### src/rtl/cpu_pkg.sv
// Shared types for the fetch slice: opcodes, fetch FSM states and the prefetch queue entry.
package cpu_pkg;

  typedef enum logic [3:0] {
    OP_ADD   = 4'h0,
    OP_SUB   = 4'h1,
    OP_AND   = 4'h2,
    OP_OR    = 4'h3,
    OP_XOR   = 4'h4,
    OP_SHL   = 4'h5,
    OP_SHR   = 4'h6,
    OP_LDI   = 4'h7,
    OP_LD    = 4'h8,
    OP_ST    = 4'h9,
    OP_BEQ   = 4'hA,
    OP_BNE   = 4'hB,
    OP_JMP   = 4'hC,
    OP_CALL  = 4'hD,
    OP_RET   = 4'hE,
    OP_FLUSH = 4'hF
  } opcode_e;

  localparam logic [15:0] NOP_INSTR = 16'hF000;

  typedef enum logic [1:0] {
    F_IDLE,
    F_WAIT,
    F_SQUASH
  } fetch_state_e;

  typedef struct packed {
    logic [15:0] pc_inc;
    logic [15:0] instr;
  } fq_entry_t;

  localparam fq_entry_t BUBBLE = '{pc_inc: 16'h0000, instr: NOP_INSTR};

  // CALL target keeps the caller's 4K page and replaces the low 12 bits.
  function automatic logic [15:0] call_target(input fq_entry_t e);
    return {e.pc_inc[15:12], e.instr[11:0]};
  endfunction

endpackage

### src/rtl/fetch_queue.sv
// Prefetch FIFO (power-of-2 depth) with synchronous clear and async active-high reset.
module fetch_queue
  import cpu_pkg::*;
#(
  parameter int DEPTH = 2,
  parameter int CW    = $clog2(DEPTH) + 1
) (
  input  logic          clk,
  input  logic          rst,
  input  logic          push_i,
  input  logic          pop_i,
  input  logic          clear_i,
  input  fq_entry_t     push_data_i,
  output fq_entry_t     head_o,
  output logic [CW-1:0] count_o,
  output logic          full_o,
  output logic          empty_o
);

  localparam int AW = $clog2(DEPTH);

  fq_entry_t     mem_q [DEPTH];
  logic [AW-1:0] rd_q;
  logic [AW-1:0] wr_q;
  logic [CW-1:0] count_q;

  always_ff @(posedge clk or posedge rst) begin
    if (rst) begin
      rd_q    <= '0;
      wr_q    <= '0;
      count_q <= '0;
    end else if (clear_i) begin
      rd_q    <= '0;
      wr_q    <= '0;
      count_q <= '0;
    end else begin
      if (push_i) wr_q <= wr_q + 1'b1;
      if (pop_i)  rd_q <= rd_q + 1'b1;
      if (push_i && !pop_i)      count_q <= count_q + 1'b1;
      else if (pop_i && !push_i) count_q <= count_q - 1'b1;
    end
  end

  always_ff @(posedge clk) begin
    if (push_i && !clear_i) mem_q[wr_q] <= push_data_i;
  end

  assign head_o  = mem_q[rd_q];
  assign count_o = count_q;
  assign full_o  = (count_q == CW'(DEPTH));
  assign empty_o = (count_q == '0);

endmodule

### src/rtl/if_slice.sv
// Instruction-fetch stage: single-outstanding imem fetch, prefetch queue, decode output register.
// Optional CALL predecode self-redirect is enabled by defining IF_CALL_PREDECODE_EN.
module if_slice
  import cpu_pkg::*;
#(
  parameter int          FQ_DEPTH = 2,
  parameter logic [15:0] RESET_PC = 16'h0000
) (
  input  logic        clk,
  input  logic        rst,
  input  logic        stall,
  input  logic        flush,
  input  logic        redirect,
  input  logic [15:0] redirect_pc,
  output logic        imem_req,
  output logic [15:0] imem_addr,
  input  logic        imem_gnt,
  input  logic        imem_rvalid,
  input  logic [15:0] imem_rdata,
  output logic [15:0] PC_inc,
  output logic [15:0] instr,
  output logic        instr_valid
`ifdef IF_CALL_PREDECODE_EN
  ,
  output logic        call_predicted
`endif
);

  localparam int CW = $clog2(FQ_DEPTH) + 1;

  fetch_state_e  state_q, state_d;
  logic [15:0]   fetch_pc_q, fetch_pc_d;
  fq_entry_t     out_q, out_d;
  logic          valid_q, valid_d;
  fq_entry_t     push_e, pop_e, q_head;
  logic          push_v, pop_fire, predict;
  logic          q_push, q_pop, q_clear, q_full, q_empty;
  logic [CW-1:0] q_count;

  fetch_queue #(.DEPTH(FQ_DEPTH), .CW(CW)) u_fq (
    .clk        (clk),
    .rst        (rst),
    .push_i     (q_push),
    .pop_i      (q_pop),
    .clear_i    (q_clear),
    .push_data_i(push_e),
    .head_o     (q_head),
    .count_o    (q_count),
    .full_o     (q_full),
    .empty_o    (q_empty)
  );

  always_comb begin
    push_e   = '{pc_inc: fetch_pc_q + 16'd1, instr: imem_rdata};
    push_v   = (state_q == F_WAIT) && imem_rvalid && !redirect;
    // An empty queue lets the arriving word fall straight through to the output.
    pop_e    = q_empty ? push_e : q_head;
    pop_fire = !redirect && !flush && !stall && (!q_empty || push_v);
`ifdef IF_CALL_PREDECODE_EN
    predict  = pop_fire && (pop_e.instr[15:12] == OP_CALL);
`else
    predict  = 1'b0;
`endif
    q_pop    = pop_fire && !q_empty;
    q_push   = push_v && !q_full && !(pop_fire && q_empty);
    q_clear  = redirect || predict;
    imem_req = !rst && (state_q == F_IDLE) && (q_count < CW'(FQ_DEPTH))
               && !redirect && !predict;

    state_d    = state_q;
    fetch_pc_d = fetch_pc_q;
    unique case (state_q)
      F_IDLE:   if (imem_req && imem_gnt) state_d = F_WAIT;
      F_WAIT: begin
        if (imem_rvalid) begin
          state_d    = F_IDLE;
          fetch_pc_d = push_e.pc_inc;
        end else if (redirect || predict) begin
          state_d = F_SQUASH;
        end
      end
      F_SQUASH: if (imem_rvalid) state_d = F_IDLE;
      default:  state_d = F_IDLE;
    endcase
    if (predict)  fetch_pc_d = call_target(pop_e);
    if (redirect) fetch_pc_d = redirect_pc;

    out_d   = out_q;
    valid_d = valid_q;
    if (redirect || flush) begin
      out_d   = BUBBLE;
      valid_d = 1'b0;
    end else if (!stall) begin
      out_d   = pop_fire ? pop_e : BUBBLE;
      valid_d = pop_fire;
    end
  end

  always_ff @(posedge clk or posedge rst) begin
    if (rst) begin
      state_q    <= F_IDLE;
      fetch_pc_q <= RESET_PC;
      out_q      <= BUBBLE;
      valid_q    <= 1'b0;
    end else begin
      state_q    <= state_d;
      fetch_pc_q <= fetch_pc_d;
      out_q      <= out_d;
      valid_q    <= valid_d;
    end
  end

`ifdef IF_CALL_PREDECODE_EN
  logic call_q, call_d;

  always_comb begin
    call_d = call_q;
    if (redirect || flush) call_d = 1'b0;
    else if (!stall)       call_d = predict;
  end

  always_ff @(posedge clk or posedge rst) begin
    if (rst) call_q <= 1'b0;
    else     call_q <= call_d;
  end

  assign call_predicted = call_q;
`endif

  assign imem_addr   = fetch_pc_q;
  assign PC_inc      = out_q.pc_inc;
  assign instr       = out_q.instr;
  assign instr_valid = valid_q;

endmodule

### config.mk
export PLATFORM = sky130hd
export DESIGN_NAME = if_slice
export DESIGN_NICKNAME = d
export VERILOG_FILES = /design/src/rtl/cpu_pkg.sv /design/src/rtl/fetch_queue.sv /design/src/rtl/if_slice.sv
export SDC_FILE = /design/constraint.sdc
export NUM_CORES = 1
export LEC_CHECK = 0
export ABC_CLOCK_PERIOD_IN_PS = 5400
export CORE_ASPECT_RATIO = 1.5
export CORE_MARGIN = 5
export CORE_UTILIZATION = 53
export CTS_CLUSTER_DIAMETER = 60
export DETAILED_ROUTE_END_ITERATION = 10
export HOLD_SLACK_MARGIN = 0.12
export PLACE_DENSITY_LB_ADDON = 0.2
export RECOVER_POWER = 100
export SYNTH_ARGS = -nofsm -noshare
export SYNTH_HDL_FRONTEND = slang
export SYNTH_SLANG_ARGS = --single-unit
export TNS_END_PERCENT = 5
### constraint.sdc
create_clock -name clk -period 5.4 [get_ports clk]
set_input_delay 1.08 -clock clk [delete_from_list [all_inputs] [get_ports clk]]
set_output_delay 1.08 -clock clk [all_outputs]
set_load 0.005 [all_outputs]
==> results of run 1 <==
[logic make-up (layout without fill, tap and decap cells)]
logic type,after synthesis,after routing
DFF,119,119
buffers and inverters,31,128
and+or+nand+nor,146,146
AOI/OAI and AO/OA,90,90
adders and majority gates,1,1
muxes,31,31
xor gates and xnor gates,29,29
[placed cells by master, fill, tap and decap left out, types with 6 or more instances in the layout]
cell type and count:
dlygate4sd3_1 68, nor2_1 40, clkinv_1 6, xnor2_1 20, nand2_1 68, a21oi_1 24, xor2_1 9, clkbuf_16 17
dfrtp_1 50, nand4_1 6, edfxtp_1 64, clkdlybuf4s50_1 20, o21ai_0 54, mux2i_1 29, nand3_1 7
[where the power goes]
group	total [W]	internal, W	switching (W)	leakage [nW]
Sequential	0.00101	0.000985	0.0000263	1.30
Combinational	0.000151	0.0000730	0.0000781	0.945
Clock	0.00118	0.000807	0.000370	0.302
[worst reg2reg max path: cells and delay by family, from the launching register on]
family	cells	cell delay [ps]
buffers and inverters	1	720
and+or+nand+nor	1	520
DFF	1	470
AOI/OAI and AO/OA	2	520
[final timing paths]
check,end,slack [ps],cells past startpoint
min in group asynchronous,imem_addr[3]$_DFFE_PP0P_,1340,3
max in group asynchronous,u_fq.rd_q$_DFFE_PP0P_,3530,3
max,u_fq.mem_q[1][28]$_DFFE_PP_,1240,7
min,instr[3]$_DFFE_PP0P_,470,2
min reg2reg,instr[3]$_DFFE_PP0P_,470,2
max reg2reg,PC_inc[7]$_DFFE_PP0P_,3010,4
[flip-flops by register name, indices dropped and copies added (netlist names)]
register      cells
u_fq.rd_q         1
instr_valid       1
u_fq.count_o      2
u_fq.mem_q       64
u_fq.wr_q         1
PC_inc           16
imem_addr        16
state_q           2
instr            16
[cells in the mapped netlist (2+ instances only)]
cell and number:
xor2_1 9, edfxtp_1 64, nor3_1 5, clkbuf_2 2, o21ai_0 53, nor2_1 41
or3_1 3, mux2i_1 29, a21oi_1 24, inv_1 2, dfstp_2 4, a211oi_1 5
mux2_2 2, and4_1 2, buf_6 2, and2_2 2, clkbuf_8 2, nand4_1 5
nor2b_1 5, buf_2 11, nand3_1 7, xnor2_1 20, nand2_1 68, a32o_1 3
dfrtp_1 51, clkbuf_1 12
[cell type report]
class                      instances  area share
clock buffer                      19      0.0646
clock inverter                    13      0.0274
inverter                           2     0.00112
multi-input combinational        297       0.256
sequential                       119       0.493
tap                              115      0.0215
timing repair buffer              94       0.137
[routing by layer]
layer	routed length, microns	up-vias	track usage
li1	-	1757	-
met1	4560	1721	0.240
met2	5750	121	0.328
met3	629	17	0.0543
met4	165	0	0.0685
met5	0	-	0
[metrics by stage]
step / cells / hold WS, ps / util / total power (W) / setup slack [ps]
3_5_place_dp: 627 / 469 / 0.636 / 0.00119 / 1710
2_1_floorplan: 447 / 455 / - / 0.00110 / 882
4_1_cts: 659 / 480 / 0.700 / 0.00237 / 1700
5_1_grt: 659 / 500 / 0.696 / 0.00242 / 930
3_3_place_gp: 627 / 461 / 0.636 / 0.00118 / 1710
6_report: 659 / 471 / 0.696 / 0.00234 / 1240
==> results_dict.tcl, run 1 <==
set metrics [dict create \
    crit_chain "dlygate4sd3_1 > clkbuf_1 > nor3_1 > nor2_1 > o21ai_0 > nor3b_1 > buf_4" \
    nets 571 \
    leakage_nw 2.55 \
    placed_cell_area_sq_um 6120 \
    synth.cell_area_sq_um 5200 \
    grt_pass1_wl_microns 18600 \
    stdcell_area_sq_um 6710 \
    cellPowerDensity_nw_per_um2 349 \
    fin_tns_setup_ps 0 \
    multi_input_area_sq_um 1710 \
    start_kind "input pin" \
    grt_util_all_layers 0.195 \
    synth_fa_ha_area_frac 0.00241 \
    fmax_mhz 240 \
    crit_family "buffers and inverters" \
    initial_core_util 0.540 \
    vias 3616 \
    cts_tree "built" \
    max_slew_margin -0.108 \
    synth-edff-count 64 \
    synth_compound_area_frac 0.0941 \
    synthTopCellsByArea "edfxtp_1 (37%), dfrtp_1 (25%), mux2i_1 (5.6%), o21ai_0 (5.1%), nand2_1 (4.9%)" \
    irDropWorstVdd_mv 0.244 \
    violations "capacitance limit, slew limit" \
    gp_congestion 0.829 \
    cts_buffers 17 \
    dr.first_iter.drc_count 165 \
    grt_pass1_vias 3778 \
    syn_inst 447 \
    min_period_ps 4160 \
    antenna_cells 0 \
    drive_gt1_frac 0.0735 \
    async_flop_share 0.462 \
    netlist-cell-type-count 40 \
    clkSinkCount 119 \
    routed_via_density 5.49 \
    routed_wl_microns 11100 \
    hpwlAfterDp_microns 7040 \
    antenna_found_initial 0 \
    post_cts_resize_count 0 \
    cp-startpoint "redirect" \
    firstDrtPassIters 4 \
    cap_violations 2 \
    portBuffers 88 \
    die_h_microns 131 \
    ys_warn_count 0 \
    critical_path.max_stage_delay_ps 1120 \
    path_clk_slew_ps 50 \
    hp-class "reg -> reg" \
    yosysTopAreaCell "edfxtp_1" \
    cts_root_buf "clkbuf_16" \
    hold_viol 0 \
    seq_area_sq_um 3300 \
    seq_area_frac_synth 0.635 \
    outcome "finished with violations" \
    rsz0062_at_grt "no" \
    avgSynthCellArea_sq_um 11.6 \
    wl_per_cell_microns 16.8 \
    cts_buffer_depth 2 \
    antenna_left 0 \
    worstHoldStart "instr[3]$_DFFE_PP0P_" \
    cts_hold_buf 0 \
    drc 0 \
    required_ps 5450 \
    synth_xor_xnor_area_share 0.0488 \
    ctsHtreeMaxLevel 4 \
    synth_seq_cells 119 \
    grt_max_degree 56 \
    report.final.slew_viol_count 74 \
    io_pins 89 \
    slowest_stage "clkbuf_1" \
    fin_skew_ps 5.49 \
    clock_latency_ps 400 \
    fin_crit_sh 0.771 \
    gr-total-overflow 0 \
    worstSetupPathType "in -> reg" \
    ys.flop_type "edfxtp_1" \
    crit_arrival_ps 4210 \
    synthMuxAreaShare 0.0601 \
    post_cts_buffers 0 \
    reg2reg_from "u_fq.count_o[1]$_DFFE_PP0P_" \
    worst_pin_slew_ps 1660 \
    cp_num_buf_inv 3 \
    die_w_microns 90.9 \
    synth_top_family_by_area "simple AND/OR/NAND/NOR gates" \
    yosys.area_share.simple 0.127 \
    fillers 699 \
    crit_path_max_fanout 43 \
    yosysTopAreaCellShare 0.369 \
    row_count 44 \
    syn_nets 487 \
    coreArea_sq_um 9630 \
    synthToLayoutAreaGrowth_pct 28.9 \
    setup_violations 0 \
    endpoint_kind "flip-flop" \
    dieArea_sq_um 11900 \
]
No activity file was read; power rests on OpenSTA's default activity.
==> run 2: changes to the inputs <==
ABC_CLOCK_PERIOD_IN_PS = 3900   (was 5400)
clock period = 3.9 ns   (was 5.4 ns; I/O delays follow)
==> run 2 against run 1 <==
  * Clock power increased by 44%
  * Utilization increased by 0.60 points
  * Largest power group unchanged
  * Die area unchanged
  * The flow now finishes without violations
  * Sequential cell count unchanged
  * Wire length increased by 0.84%
  * First-iteration DRC count increased by 7.3%
  * Via count increased by 1.7%
  * Clock skew increased by 0.84 ps
  * Design area increased by 0.86%
  * Register-to-register slack got worse by 1900 ps
  * Critical path depth decreased by 3
==> results_dict.tcl, run 2 (synthesis gave the netlist of run 1 again) <==
set metrics [dict create \
    outcome "complete, no violations" \
    coreArea_sq_um 9630 \
    routed_via_density 5.55 \
    setup_ws_ps 582 \
    fin_crit_sh 0.851 \
    portBuffers 88 \
    vias 3679 \
    cts_tree "built" \
    post_cts_resize_count 0 \
    rsz0062_at_grt "no" \
    fmax_mhz 301 \
    hpwlAfterDp_microns 7420 \
    hold_end "instr[5]$_DFFE_PP0P_" \
    fillers 698 \
    antenna_left 0 \
    min_path_cells 2 \
    worst_pin_slew_ps 1260 \
    start_kind "input pin" \
    drc 0 \
    grt_pass1_vias 3853 \
    leakage_nw 2.58 \
    clkSinkCount 119 \
    hp-class "reg -> reg" \
    report.final.slew_viol_count 0 \
    final_core_util 0.702 \
    cts_hold_buf 0 \
    synthToLayoutAreaGrowth_pct 30.0 \
    p_total_w 0.00331 \
    finalNonFillerCells 663 \
    gr-total-overflow 0 \
    crit_arrival_ps 2540 \
    cts_root_buf "clkbuf_16" \
    antenna_cells 0 \
    post_cts_buffers 0 \
    wl_per_cell_microns 16.9 \
    layout_commonest_cell "dlygate4sd3_1" \
    crit_path_max_fanout 2 \
    antenna_found_initial 0 \
    fin_tns_setup_ps 0 \
    setup_violations 0 \
    path_clk_slew_ps 50 \
    grt_pass1_wl_microns 18600 \
    largest_reg_flops 64 \
    die_w_microns 90.9 \
    die_h_microns 131 \
    gp_congestion 0.811 \
    cellPowerDensity_nw_per_um2 489 \
    reg2reg_to "u_fq.mem_q[1][26]$_DFFE_PP_" \
    fin_skew_ps 6.33 \
    nets 575 \
    ctsHtreeMaxLevel 4 \
    cap_violations 0 \
    io_pins 89 \
    max_slew_margin 0.161 \
    worstSetupPathType "in -> out" \
    r2r_cells 5 \
    placed_cells 631 \
    reg2reg_slack_ps 1140 \
    initial_core_util 0.540 \
    clock_latency_ps 400 \
    dr.first_iter.drc_count 177 \
    min_period_ps 3320 \
    reg2reg_from "state_q[1]$_DFFE_PP0P_" \
    routed_wl_microns 11200 \
    grt_util_all_layers 0.194 \
    cts_buffers 17 \
    worstHoldStart "instr[5]$_DFFE_PP0P_" \
    drive_gt1_frac 0.0858 \
    required_ps 3120 \
    mostFrequentLayoutCells "dlygate4sd3_1 (69), nand2_1 (68), edfxtp_1 (64), o21ai_0 (54), dfrtp_1 (50)" \
    firstDrtPassIters 4 \
    dieArea_sq_um 11900 \
    cts_buffer_depth 2 \
    top_register "u_fq.mem_q" \
    endpoint_kind "output pin" \
    pre_cts_slack_ps 749 \
    irDropWorstVdd_mv 0.353 \
    grt_max_degree 44 \
    row_count 44 \
    hold_viol 0 \
]
run 2: worst max path at each step:
stage	start	to	slack [ps]
final	redirect	imem_req	580
after global routing	imem_rvalid	u_fq.mem_q[1][4]$_DFFE_PP_	510
after CTS	redirect	imem_req	740
after detailed placement	redirect	imem_req	750
after global placement	redirect	imem_req	810
after floorplan	imem_rvalid	u_fq.mem_q[0][0]$_DFFE_PP_	-140
run 2: final cells by class:
cell class                 count  area (sq um)  share of cell area
clock inverter                 9           170              0.0252
timing repair buffer          98           931               0.138
inverter                       2          7.51             0.00111
tap                          115           144              0.0213
clock buffer                  23           478              0.0707
multi-input combinational    297          1730               0.256
sequential                   119          3300               0.489
run 2: power by group:
part           switching (W)  internal, W  leakage, nW  total [W]
Sequential         0.0000356      0.00136         1.30    0.00140
Combinational       0.000112     0.000101        0.963   0.000213
Clock               0.000516      0.00118        0.321    0.00170
Total               0.000664      0.00264         2.58    0.00331
run 2: metal layers:
layer / up-vias / part of all wire / wire length (microns) / global-route usage
met5: - / 0 / 0 / 0
met4: 0 / 0.015 / 166 / 0.0775
met3: 15 / 0.054 / 605 / 0.0555
met2: 112 / 0.51 / 5740 / 0.327
met1: 1795 / 0.42 / 4680 / 0.233
li1: 1757 / - / - / -
run 2: metrics by stage:
stage	area, sq um	hold slack, ps
final	6760	466
after global routing	6760	497
after CTS	6810	481
after detailed placement	6160	469
after global placement	6160	462
after floorplan	5210	455
run 2: critical path: stages:
cell and delay (ps):
dlygate4sd3_1 540, or4_1 460, nor2_1 150, dlygate4sd3_1 600
==> run 3: changes to the inputs <==
MAX_ROUTING_LAYER = met4   (was unset)
TNS_END_PERCENT = unset   (was 5)
==> run 3 against run 2 <==
  * The flow now finishes with violations (capacitance limit, slew limit)
  * Via count down 0.84%
  * Sequential power about the same
  * Combinational power is 2% lower
  * Fmax grew 0.95%
  * Largest power group is now registers
==> results_dict.tcl, run 3 (synthesis gave the netlist of run 1 again) <==
set metrics [dict create \
    wl_per_cell_microns 16.3 \
    fin_crit_sh 0.843 \
    vias 3648 \
    cts_tree "built" \
    clock_latency_ps 400 \
    synthToLayoutAreaGrowth_pct 27.5 \
    drc 0 \
    hold_viol 0 \
    antenna_left 0 \
    top_register "u_fq.mem_q" \
    rsz0062_at_grt "no" \
    antenna_found_initial 0 \
    mostFrequentLayoutCells "dlygate4sd3_1 (69), nand2_1 (68), edfxtp_1 (64), o21ai_0 (53), dfrtp_1 (50)" \
    coreArea_sq_um 9630 \
    initial_core_util 0.540 \
    placed_cells 629 \
    irDropWorstVdd_mv 0.376 \
    nets 573 \
    max_slew_margin -0.261 \
    endpoint_kind "output pin" \
    required_ps 3120 \
    post_cts_buffers 0 \
    clkSinkCount 119 \
    io_pins 89 \
    fin_skew_ps 4.82 \
    fin_tns_setup_ps 0 \
    worstSetupPathType "in -> out" \
    report.final.slew_viol_count 80 \
    largest_reg_flops 64 \
    min_period_ps 3290 \
    cts_buffer_depth 2 \
    cellPowerDensity_nw_per_um2 441 \
    layout_commonest_cell "dlygate4sd3_1" \
    post_cts_resize_count 0 \
    gp_congestion 0.829 \
    seq_area_sq_um 3300 \
    path_clk_slew_ps 50 \
    grt_pass1_vias 3832 \
    hpwlAfterDp_microns 7160 \
    grt_max_degree 50 \
    ctsHtreeMaxLevel 4 \
    cap_violations 2 \
    fmax_mhz 304 \
    cts_root_buf "clkbuf_16" \
    grt_util_all_layers 0.196 \
    crit_path_max_fanout 2 \
    routed_wl_microns 10800 \
    gr-total-overflow 0 \
    hp-class "reg -> reg" \
    start_kind "input pin" \
    crit_arrival_ps 2510 \
    portBuffers 88 \
    stdcell_area_sq_um 6630 \
    fillers 717 \
    setup_violations 0 \
    placed_cell_area_sq_um 6160 \
    drive_gt1_frac 0.0752 \
    cts_buffers 17 \
    dieArea_sq_um 11900 \
    multi_input_area_sq_um 1730 \
    violations "capacitance limit, slew limit" \
    row_count 44 \
    die_h_microns 131 \
    firstDrtPassIters 5 \
    antenna_cells 0 \
    routed_via_density 5.53 \
    dr.first_iter.drc_count 226 \
    grt_pass1_wl_microns 18000 \
    cts_hold_buf 0 \
    finalNonFillerCells 660 \
    leakage_nw 2.50 \
    final_core_util 0.688 \
    outcome "finished with violations" \
    worst_pin_slew_ps 1890 \
    die_w_microns 90.9 \
]
==> run 3: worst paths after layout <==
path,startpoint,to,slack [ps],cells past startpoint
setup / recovery,redirect,imem_req,610,4
hold / removal,instr_valid$_DFFE_PP0P_,instr_valid$_DFFE_PP0P_,470,2
setup reg to reg,state_q[1]$_DFFE_PP0P_,u_fq.mem_q[1][31]$_DFFE_PP_,1130,6
hold reg to reg,instr_valid$_DFFE_PP0P_,instr_valid$_DFFE_PP0P_,470,2
max in group asynchronous,rst,u_fq.rd_q$_DFFE_PP0P_,1220,2
min in group asynchronous,rst,state_q[0]$_DFFE_PP0P_,1450,2
==> run 3: critical path, cell delays in order <==
cell,delay (ps)
dlygate4sd3_1,550
or4_1,470
nor2_1,130
dlygate4sd3_1,580
==> run 3: metal layers <==
metal	wire length, microns	vias to the layer above	GRT usage
met1	4480	1739	0.233
met3	643	25	0.0561
met4	263	0	0.0873
li1	-	1761	-
met2	5400	123	0.310
met5	0	-	-
==> run 3: area by class of cell <==
class	count	share of cell area
sequential	119	0.498
timing repair buffer	96	0.142
inverter	2	0.00113
clock buffer	25	0.0717
clock inverter	6	0.00434
tap	115	0.0217
multi-input combinational	297	0.261
==> run 3: per-stage QoR <==
stage | hold slack [ps] | power [W] | setup WS [ps]
global route | 493 | 0.00305 | 484
floorplan | 455 | 0.00153 | 782
CTS | 477 | 0.00296 | 786
detailed placement | 465 | 0.00165 | 641
finish | 466 | 0.00292 | 613
global placement | 459 | 0.00164 | 752
==> run 3: where the power goes <==
| part | switching [W] | total, W | leakage, nW | internal (W) |
|---|---|---|---|---|
| sequential | 0.0000355 | 0.00140 | 1.30 | 0.00136 |
| combinational | 0.000108 | 0.000209 | 0.956 | 0.000101 |
| clock | 0.000485 | 0.00131 | 0.244 | 0.000829 |
